$ cat src/rtl/jellyvl_trigger_pkg.sv
// Shared widths and channel-index type for the periodic trigger scheduler.
// Latency: n/a (declarations only).
// Backpressure: n/a.
package jellyvl_trigger_pkg;
    localparam int DEF_NUM_CH       = 4;
    localparam int DEF_TIMER_WIDTH  = 64;
    localparam int DEF_PERIOD_WIDTH = 32;
    localparam int MAX_CH           = 16;
    localparam int CH_IDX_W         = $clog2(MAX_CH);

    // Wide enough for any legal channel count; users slice down to $clog2(NUM_CH).
    typedef logic [CH_IDX_W-1:0] ch_idx_t;
endpackage

$ cat src/rtl/jellyvl_periodic_trigger_scheduler_if.sv
// Event handshake bundle between the scheduler (master) and its consumer (slave).
// Latency: n/a (wires only).
// Backpressure: event_valid/event_ch must hold until event_ready is seen.
interface jellyvl_periodic_trigger_scheduler_if
    import jellyvl_trigger_pkg::*;
#(
    parameter int NUM_CH = DEF_NUM_CH
);
    localparam int CH_W = $clog2(NUM_CH);

    logic            event_valid;
    logic [CH_W-1:0] event_ch;
    logic            event_ready;

    modport master (output event_valid, output event_ch, input event_ready);
    modport slave  (input event_valid, input event_ch, output event_ready);
endinterface

$ cat src/rtl/jellyvl_rr_select.sv
// Round-robin pick of the first set request after last_i, wrapping at NUM_CH.
// Latency: combinational.
// Backpressure: none; found_o=0 when the request vector is empty.
// Ports: req_i request vector, last_i last granted index, grant_o chosen index, found_o any request.
module jellyvl_rr_select
    import jellyvl_trigger_pkg::*;
#(
    parameter int NUM_CH = DEF_NUM_CH,
    localparam int CH_W  = $clog2(NUM_CH)
) (
    input  logic [NUM_CH-1:0] req_i,
    input  logic [CH_W-1:0]   last_i,
    output logic [CH_W-1:0]   grant_o,
    output logic              found_o
);
    ch_idx_t cand;

    // Scan from farthest to nearest so the nearest request after last_i wins.
    always_comb begin
        grant_o = last_i;
        found_o = 1'b0;
        cand    = '0;
        for (int k = NUM_CH; k >= 1; k--) begin
            cand = ch_idx_t'((int'(last_i) + k) % NUM_CH);
            if (req_i[cand[CH_W-1:0]]) begin
                grant_o = cand[CH_W-1:0];
                found_o = 1'b1;
            end
        end
    end
endmodule

$ cat src/rtl/jellyvl_periodic_trigger_scheduler.sv
// Periodic trigger scheduler: one shared subtract/compare scans NUM_CH channels, pending events leave round-robin.
// Latency: 2 cycles from a firing evaluation to event_valid when idle; back-to-back events while ready stays high.
// Backpressure: event held until event_ready; a channel refiring while still pending sets its sticky overrun flag.
// Ports: rst/clk; enable, phase, period per channel; current_time (low PERIOD_WIDTH bits used);
//        evt carries event_valid/event_ch/event_ready; overrun flags with overrun_clear pulses.
module jellyvl_periodic_trigger_scheduler
    import jellyvl_trigger_pkg::*;
#(
    parameter int NUM_CH         = DEF_NUM_CH,
    parameter int TIMER_WIDTH    = DEF_TIMER_WIDTH,
    parameter int PERIOD_WIDTH   = DEF_PERIOD_WIDTH,
    parameter bit THRASHING_MASK = 1'b1
) (
    input  logic                                 rst,
    input  logic                                 clk,
    input  logic [NUM_CH-1:0]                    enable,
    input  logic [NUM_CH-1:0][PERIOD_WIDTH-1:0]  phase,
    input  logic [NUM_CH-1:0][PERIOD_WIDTH-1:0]  period,
    input  logic [TIMER_WIDTH-1:0]               current_time,
    jellyvl_periodic_trigger_scheduler_if.master evt,
    output logic [NUM_CH-1:0]                    overrun,
    input  logic [NUM_CH-1:0]                    overrun_clear
);
    localparam int CH_W = $clog2(NUM_CH);

    logic [CH_W-1:0]         ch_sel_q, ch_sel_d;
    logic [PERIOD_WIDTH-1:0] base_q [NUM_CH];
    logic [PERIOD_WIDTH-1:0] base_d, base_sel, now_w, elapsed;
    logic [NUM_CH-1:0]       pending_q, pending_d, overrun_q, overrun_d, rr_req;
    logic                    ev_vld_q, ev_vld_d;
    logic [CH_W-1:0]         ev_ch_q, ev_ch_d, last_q, last_d, rr_grant;
    logic                    rr_found, accept, load;

    generate
        if (TIMER_WIDTH > PERIOD_WIDTH) begin : g_time_hi
            logic unused_time_hi;
            assign unused_time_hi = ^current_time[TIMER_WIDTH-1:PERIOD_WIDTH];
        end
    endgenerate

    assign now_w    = current_time[PERIOD_WIDTH-1:0];
    assign base_sel = base_q[ch_sel_q];
    // Modular difference keeps both time and base wrap-around correct.
    assign elapsed  = now_w - base_sel;
    assign accept   = ev_vld_q & evt.event_ready;
    assign load     = ~ev_vld_q | evt.event_ready;

    jellyvl_rr_select #(.NUM_CH(NUM_CH)) u_rr (
        .req_i   (rr_req),
        .last_i  (last_q),
        .grant_o (rr_grant),
        .found_o (rr_found)
    );

    always_comb begin
        ch_sel_d  = (ch_sel_q == CH_W'(NUM_CH - 1)) ? '0 : ch_sel_q + 1'b1;
        base_d    = base_sel;
        pending_d = pending_q;
        // Clear first so a same-cycle overrun set wins.
        overrun_d = overrun_q & ~overrun_clear;

        if (accept) pending_d[ev_ch_q] = 1'b0;

        if (!enable[ch_sel_q]) begin
            base_d                = phase[ch_sel_q];
            pending_d[ch_sel_q]   = 1'b0;
        end else if (elapsed >= period[ch_sel_q]) begin
            base_d = base_sel + period[ch_sel_q];
            // Pre-update pending decides, even if this channel is being accepted now.
            if (!pending_q[ch_sel_q])  pending_d[ch_sel_q] = 1'b1;
            else if (THRASHING_MASK)   overrun_d[ch_sel_q] = 1'b1;
        end

        // The channel leaving on this handshake must not be re-presented.
        rr_req = pending_q;
        if (accept) rr_req[ev_ch_q] = 1'b0;

        ev_vld_d = ev_vld_q;
        ev_ch_d  = ev_ch_q;
        last_d   = last_q;
        if (load) begin
            ev_vld_d = rr_found;
            if (rr_found) begin
                ev_ch_d = rr_grant;
                last_d  = rr_grant;
            end
        end
    end

    always_ff @(posedge clk) begin
        if (rst) begin
            ch_sel_q  <= '0;
            for (int i = 0; i < NUM_CH; i++) base_q[i] <= '0;
            pending_q <= '0;
            overrun_q <= '0;
            ev_vld_q  <= 1'b0;
            ev_ch_q   <= '0;
            last_q    <= CH_W'(NUM_CH - 1);
        end else begin
            ch_sel_q         <= ch_sel_d;
            base_q[ch_sel_q] <= base_d;
            pending_q        <= pending_d;
            overrun_q        <= overrun_d;
            ev_vld_q         <= ev_vld_d;
            ev_ch_q          <= ev_ch_d;
            last_q           <= last_d;
        end
    end

    assign evt.event_valid = ev_vld_q;
    assign evt.event_ch    = ev_ch_q;
    assign overrun         = overrun_q;
endmodule

$ cat src/flat_wrapper.sv
// flat-port wrapper written by rule: the top's interface ports become plain ports
module jellyvl_periodic_trigger_scheduler_flat import jellyvl_trigger_pkg::*;
#(
    parameter int NUM_CH         = DEF_NUM_CH,
    parameter int TIMER_WIDTH    = DEF_TIMER_WIDTH,
    parameter int PERIOD_WIDTH   = DEF_PERIOD_WIDTH,
    parameter bit THRASHING_MASK = 1'b1
)
  (rst, clk, enable, phase, period, current_time, overrun, overrun_clear, evt_event_valid, evt_event_ch, evt_event_ready);
  jellyvl_periodic_trigger_scheduler_if #(.NUM_CH(NUM_CH)) evt_i ();
  input  logic rst;
  input  logic clk;
  input  logic [NUM_CH-1:0] enable;
  input  logic [NUM_CH-1:0][PERIOD_WIDTH-1:0] phase;
  input  logic [NUM_CH-1:0][PERIOD_WIDTH-1:0] period;
  input  logic [TIMER_WIDTH-1:0] current_time;
  output logic [NUM_CH-1:0] overrun;
  input  logic [NUM_CH-1:0] overrun_clear;
  output wire logic [$bits(evt_i.event_valid)-1:0] evt_event_valid;
  output wire logic [$bits(evt_i.event_ch)-1:0] evt_event_ch;
  input wire logic [$bits(evt_i.event_ready)-1:0] evt_event_ready;
  assign evt_event_valid = evt_i.event_valid;
  assign evt_event_ch = evt_i.event_ch;
  assign evt_i.event_ready = evt_event_ready;
  jellyvl_periodic_trigger_scheduler #(.NUM_CH(NUM_CH), .TIMER_WIDTH(TIMER_WIDTH), .PERIOD_WIDTH(PERIOD_WIDTH), .THRASHING_MASK(THRASHING_MASK)) u_core (.rst(rst), .clk(clk), .enable(enable), .phase(phase), .period(period), .current_time(current_time), .evt(evt_i), .overrun(overrun), .overrun_clear(overrun_clear));
endmodule
$ cat config.mk
export PLATFORM = sky130hd
export DESIGN_NAME = jellyvl_periodic_trigger_scheduler_flat
export DESIGN_NICKNAME = d
export VERILOG_FILES = /design/src/rtl/jellyvl_trigger_pkg.sv /design/src/rtl/jellyvl_periodic_trigger_scheduler_if.sv /design/src/rtl/jellyvl_rr_select.sv /design/src/rtl/jellyvl_periodic_trigger_scheduler.sv /design/src/flat_wrapper.sv
export SDC_FILE = /design/constraint.sdc
export NUM_CORES = 1
export LEC_CHECK = 0
export ABC_CLOCK_PERIOD_IN_PS = 14420
export CAP_MARGIN = 40
export CELL_PAD_IN_SITES_DETAIL_PLACEMENT = 0
export CELL_PAD_IN_SITES_GLOBAL_PLACEMENT = 1
export CORE_ASPECT_RATIO = 1.2
export CORE_MARGIN = 4
export CORE_UTILIZATION = 41
export CTS_CLUSTER_SIZE = 10
export DETAILED_ROUTE_END_ITERATION = 16
export GPL_ROUTABILITY_DRIVEN = 0
export PLACE_DENSITY_LB_ADDON = 0.1
export SYNTH_ARGS = -nofsm -noshare
export SYNTH_HDL_FRONTEND = slang
export SYNTH_SLANG_ARGS = --single-unit
$ cat constraint.sdc
create_clock -name clk -period 14.42 [get_ports clk]
set_input_delay 2.884 -clock clk [delete_from_list [all_inputs] [get_ports clk]]
set_output_delay 2.884 -clock clk [all_outputs]
set_load 0.005 [all_outputs]
* Yosys cells after proc, flatten, opt, wreduce, memory -nomap -nowiden
Memory sizes are Yosys's and may differ from the RTL's. A register that Yosys moved wholly into a read port is not among the register bits.
Cells that the tools add are included.
** Cells by class
- Add/sub/neg operators :: 7
- $lt $le $gt $ge :: 9
- Equal/unequal tests :: 1
- Mux-type cells :: 44
- Bitwise operators :: 11
- Reduce and logical (&&, ||, !) cells :: 5
** Operators with widths (number)
- 32-bit 2-to-1 mux :: 5
- 32-bit binary-select mux with 2-bit select :: 2
- 32-bit adder :: 1
- 32-bit >= comparator :: 1
- 32-bit OR reduction :: 1
- 32-bit subtractor :: 1
- 4-bit 2-to-1 mux :: 7
- 2-bit by 3-bit less-than comparator with 1-bit output (second input constant) :: 6
- 1-bit 2-to-1 mux :: 16
- 4-bit bitwise AND :: 3
- 1-bit binary-select mux with 2-bit select :: 6
- 2-bit 2-to-1 mux :: 6
- 4-bit inverter :: 3
- 4-bit bitwise OR :: 2
- 2-bit by 1-bit adder with 2-bit output (second input constant) :: 3
- 2-bit adder (second input constant) :: 2
- 1-bit demux with 2-bit select :: 2
- 2-bit by 1-bit >= comparator with 1-bit output (second input constant) :: 2
- 2-bit equality test (second input constant) :: 1
- 1-bit logical AND :: 2
- 2-bit AND reduction :: 1
- 2-bit OR reduction :: 1
- 1-bit bitwise AND :: 1
- 1-bit inverter :: 1
- 1-bit bitwise OR :: 1
** Word-level totals
- Bits in registers :: 15
- RAM bits :: 128
- Bits of input ports :: 331
- Output and inout bits :: 7
- Logic and storage cells :: 84
- Memories kept :: 1
** Memory list
- u_core.base_q :: words 4, width 32, read ports 1, clocked after Yosys merged registers in 1, wr ports 4, RTL line jellyvl_periodic_trigger_scheduler.sv:27 : logic [PERIOD_WIDTH-1:0] base_q [NUM_CH];

* Depth between registers and ports, before layout
- Depth after elaboration :: 14
- Gate-level depth with buffers :: 29
- Mapped depth without buffers :: 25

* Modules after synthesis
Synthesis repeated with hierarchy kept, for this count alone.
** Unflattened totals
- Cell total of the unflattened synthesis :: 1192
- Area, all modules :: 12420.7 µm²
** By module, submodules not included
- jellyvl_periodic_trigger_scheduler :: times used 1, cells each 1178, area each 12338.1 µm², sequential area each 4144.0 µm²
- jellyvl_rr_select :: times used 1, cells each 14, area each 82.6 µm², sequential area each 0.0 µm²

* Least setup slack after synthesis
No wires, ideal clock.
- Kind :: input to register
- From :: in current_time[0]
- To :: mem u_core.base_q[0][17] (netlist bit), data pin
- Setup time :: 0.274 ns
- Arrival time :: 7.108 ns
- Required time :: 14.146 ns
- Setup slack :: 7.038 ns
- Stages :: 25
- Path buffers :: 2
- Cell sequence :: inv_1 > ha_1 > inv_1 > fa_1 > a21o_1 > nand4_1 > a21boi_1 > a221oi_1 > o21ai_1 > a311o_1 > a21o_1 > a21oi_1 > xnor2_1 > ha_1 > a21oi_1 > nor2b_1 > o21ai_0 > o2111ai_1 > a221o_1 > a31oi_1 > buf_4 > buf_4 > nor2_1 > a211oi_1 > nor3_1
** RTL lines
- from (decl) :: RTL line flat_wrapper.sv:16 : input logic [TIMER_WIDTH-1:0] current_time;
- to (decl) :: RTL line jellyvl_periodic_trigger_scheduler.sv:27

==> results.py <==
metrics = {
    "outcome": {
        "outcome": "complete, no violations",
    },
    "placed_design": {
        "place.port_buffers": 305,
        "hpwl_mm": 27.4,
    },
    "pwr": {
        "p_per_area_nw_per_um2": 142,
        "p_leak_nw": 6.38,
        "irDropWorstVdd_mv": 0.0914,
    },
    "critical_path": {
        "path_class": "input port to register",
        "cp-startpoint": "current_time[0]",
        "cp-end-kind": "register",
        "cp_data_required_time_ps": 14600,
        "path_max_fanout": 56,
        "rr_worst_depth": 26,
        "r2r_end": "u_core.base_q[2][28]$_SDFFCE_PN0P_",
        "r2r-start": "u_core.ch_sel_q[0]$_SDFF_PP0_",
        "worst_ep_arrival_time_ps": 8960,
        "start_kind": "input port",
        "r2r_setup_slack_ps": 6470,
    },
    "timing": {
        "finalSetupTns_ps": 0,
        "worst_slew_pin_slew_ps": 799,
        "relSlewSlack_pct": 46.3,
        "whs_ps": 555,
        "fin_skew_ps": 12.7,
        "rsz0062_at_grt": "no",
        "finalCritPeriodShare_pct": 60.9,
        "slew_violations": 0,
        "period_needed_ps": 8780,
        "finalSetupViolCount": 0,
        "hold_viol_final": 0,
        "clock.fmax_ghz": 0.114,
    },
    "synthesis": {
        "yosysSeqAreaShare_pct": 34.0,
        "async_flop_share_pct": 0,
        "synth_nets": 1604,
        "synth.cell_area_um2": 12200,
        "synth_edf_count": 128,
        "yosys.area.top_type": "edfxtp_1",
        "ys.flop_type": "edfxtp_1",
        "synth_area_leaders": "edfxtp_1 32%, mux4_2 18%, ha_1 10%, nor2_1 4.3%, a21oi_1 3.1%",
        "synthDominantCellAreaShare_pct": 31.5,
        "synth_common_cells": "140 x nor2_1, 128 x edfxtp_1, 99 x ha_1",
        "syn_avg_cell_area_um2": 10.4,
        "yosysUniqueCellTypes": 68,
        "yosys.cell_count.top_type": "nor2_1",
        "syn_inst": 1172,
        "ys_seq_elements": 143,
        "ys_warn_count": 0,
    },
    "detailed_routing": {
        "vias": 10264,
        "dr.pass1.iters": 5,
        "drtIter0Drc": 630,
        "drc": 0,
        "viasPerCell": 5.54,
        "routed_wl_mm": 35.6,
        "wire_per_inst_um": 19.2,
        "final_antenna_net_count": 0,
    },
    "clock_network": {
        "cts.sinks": 143,
        "cts-root-buf": "clkbuf_16",
        "cts_max_path_buffers": 2,
        "worstSkewPairLatency_ps": 420,
        "numCtsBuffers": 17,
        "h-tree-depth": 4,
        "post_cts_resized": 0,
        "tritoncts": "done",
        "hold_buffers": 0,
        "post_cts_buffers": 0,
        "path_clk_slew_ps": 60,
    },
    "worst_hold_path": {
        "hold_class": "register to register",
        "hold-path-cell-count": 2,
        "holdCritStartpoint": "u_core.evt.event_ch[1]$_SDFFE_PP0P_",
        "min_to": "u_core.evt.event_ch[1]$_SDFFE_PP0P_",
    },
    "die": {
        "start_util_pct": 42.0,
        "io_pins": 338,
        "num_rows": 68,
        "die_x_um": 165,
        "die-area_um2": 32600,
        "die_h_um": 197,
        "core_area_um2": 29000,
    },
    "finish": {
        "drive_gt1_share_pct": 11.1,
        "area_growth_pct": 32.8,
        "multiInputGateArea_um2": 7480,
        "final_nets": 1886,
        "fill_cells": 2564,
        "ff_latch_area_um2": 4150,
        "antennaDiodeCount": 0,
    },
    "grt": {
        "antenna_found_initial": 0,
        "track_usage_pct": 21.3,
        "grt_overflow": 0,
        "grt_max_degree": 66,
        "grt_pass1_vias": 10397,
        "grt_pass1_wl_mm": 54.6,
    },
    "flow_run": {
        "maxCapViolCount": 0,
    },
}
-- report_power, final --
part / internal, mW / total, mW / switching (mW)
clock network: 0.240 / 0.415 / 0.175
registers: 0.539 / 0.573 / 0.0340
logic: 0.567 / 1.30 / 0.736
total: 1.35 / 2.29 / 0.945
-- kinds of logic (layout without fill, tap and decap cells) --
kind of cell | count (synthesis) | after routing | synth area share, %
xor+xnor | 53 | 53 | 3.81
fa+ha+maj | 101 | 101 | 10.5
mux | 108 | 108 | 18.7
compound gates | 280 | 280 | 15.0
buf+inv | 149 | 444 | 4.88
flops | 143 | 143 | 34.0
simple gates | 338 | 338 | 13.1
-- per-layer routing --
metal | up-vias | GRT usage, % | part of all wire (%) | wire length [um]
li1 | 5020 | - | - | -
met1 | 4832 | 29.5 | 44 | 15500
met2 | 394 | 36.0 | 48 | 16900
met3 | 18 | 3.20 | 8.1 | 2880
met4 | 0 | 3.73 | 0.83 | 296
met5 | - | 0 | 0 | 0
-- final cells by class --
type,count,share of cell area (%)
clock inverters,13,0.804
well taps,385,2.97
flip-flops and latches,143,25.6
clock buffers,19,2.67
repair buffers,321,19.6
multi-input cells,880,46.2
inverters,91,2.11
-- how the worst max path moves through the flow --
| stage | cells past startpoint | end | slack [ps] |
|---|---|---|---|
| final | 25 | u_core.base_q[2][28]$_SDFFCE_PN0P_ | 5640 |
| after global routing | 25 | u_core.base_q[0][28]$_SDFFCE_PN0P_ | 5100 |
| after CTS | 26 | u_core.base_q[2][31]$_SDFFCE_PN0P_ | 5600 |
| after detailed placement | 26 | u_core.base_q[1][31]$_SDFFCE_PN0P_ | 5190 |
| after global placement | 26 | u_core.base_q[3][31]$_DFFE_PP_ | 5210 |
| after floorplan | 25 | u_core.base_q[0][17]$_SDFFCE_PN0P_ | 7040 |
-- placed cells by master (no fill, tap or decap), types with 17 or more instances in the layout --
master / n
clkdlybuf4s50_1: 304
nor2_1: 140
edfxtp_1: 128
ha_1: 99
mux4_2: 96
inv_1: 91
a21oi_1: 76
nand2_1: 54
o21ai_0: 52
nor3_1: 40
a21o_1: 39
xor2_1: 27
xnor2_1: 26
and2_1: 23
nand3_1: 17
clkbuf_16: 17
-- registers in the layout, indices dropped and copies added, names as in the netlist --
signal / cells
u_core.ch_sel_q: 2
u_core.base_q: 128
u_core.evt.event_valid: 1
u_core.evt.event_ch: 2
u_core.last_q: 2
u_core.pending_q: 4
u_core.overrun: 4
-- stage by stage --
step / utilization [%] / setup WS (ps) / total power, mW / area (um^2) / cells
3_3_place_gp: 53.8 / 5210 / 1.87 / 15600 / 1819
6_report: 55.8 / 5640 / 2.29 / 16200 / 1852
4_1_cts: 55.8 / 5600 / 2.30 / 16200 / 1852
5_1_grt: 55.8 / 5100 / 2.47 / 16200 / 1852
3_5_place_dp: 53.9 / 5190 / 1.88 / 15600 / 1820
2_1_floorplan: - / 7040 / 1.51 / 12200 / 1172
-- worst max-delay path: stages --
cell             delay [ps]
clkdlybuf4s50_1         400
inv_1                    60
ha_1                    150
inv_1                    60
fa_1                    420
a21o_1                  190
nand4_1                 110
a21boi_1                120
a221oi_1                600
nand4b_1                270
a31oi_1                 170
and2_1                  200
o21ai_0                 150
nand2b_1                 90
xor2_1                  190
ha_1                    280
nor2b_1                 130
o21ai_0                 190
o2111ai_1               140
a221o_1                 370
a31oi_4                 140
buf_4                   570
inv_1                   320
mux2i_1                 240
a2111oi_0               480
Power figures use the tool's default switching activity.
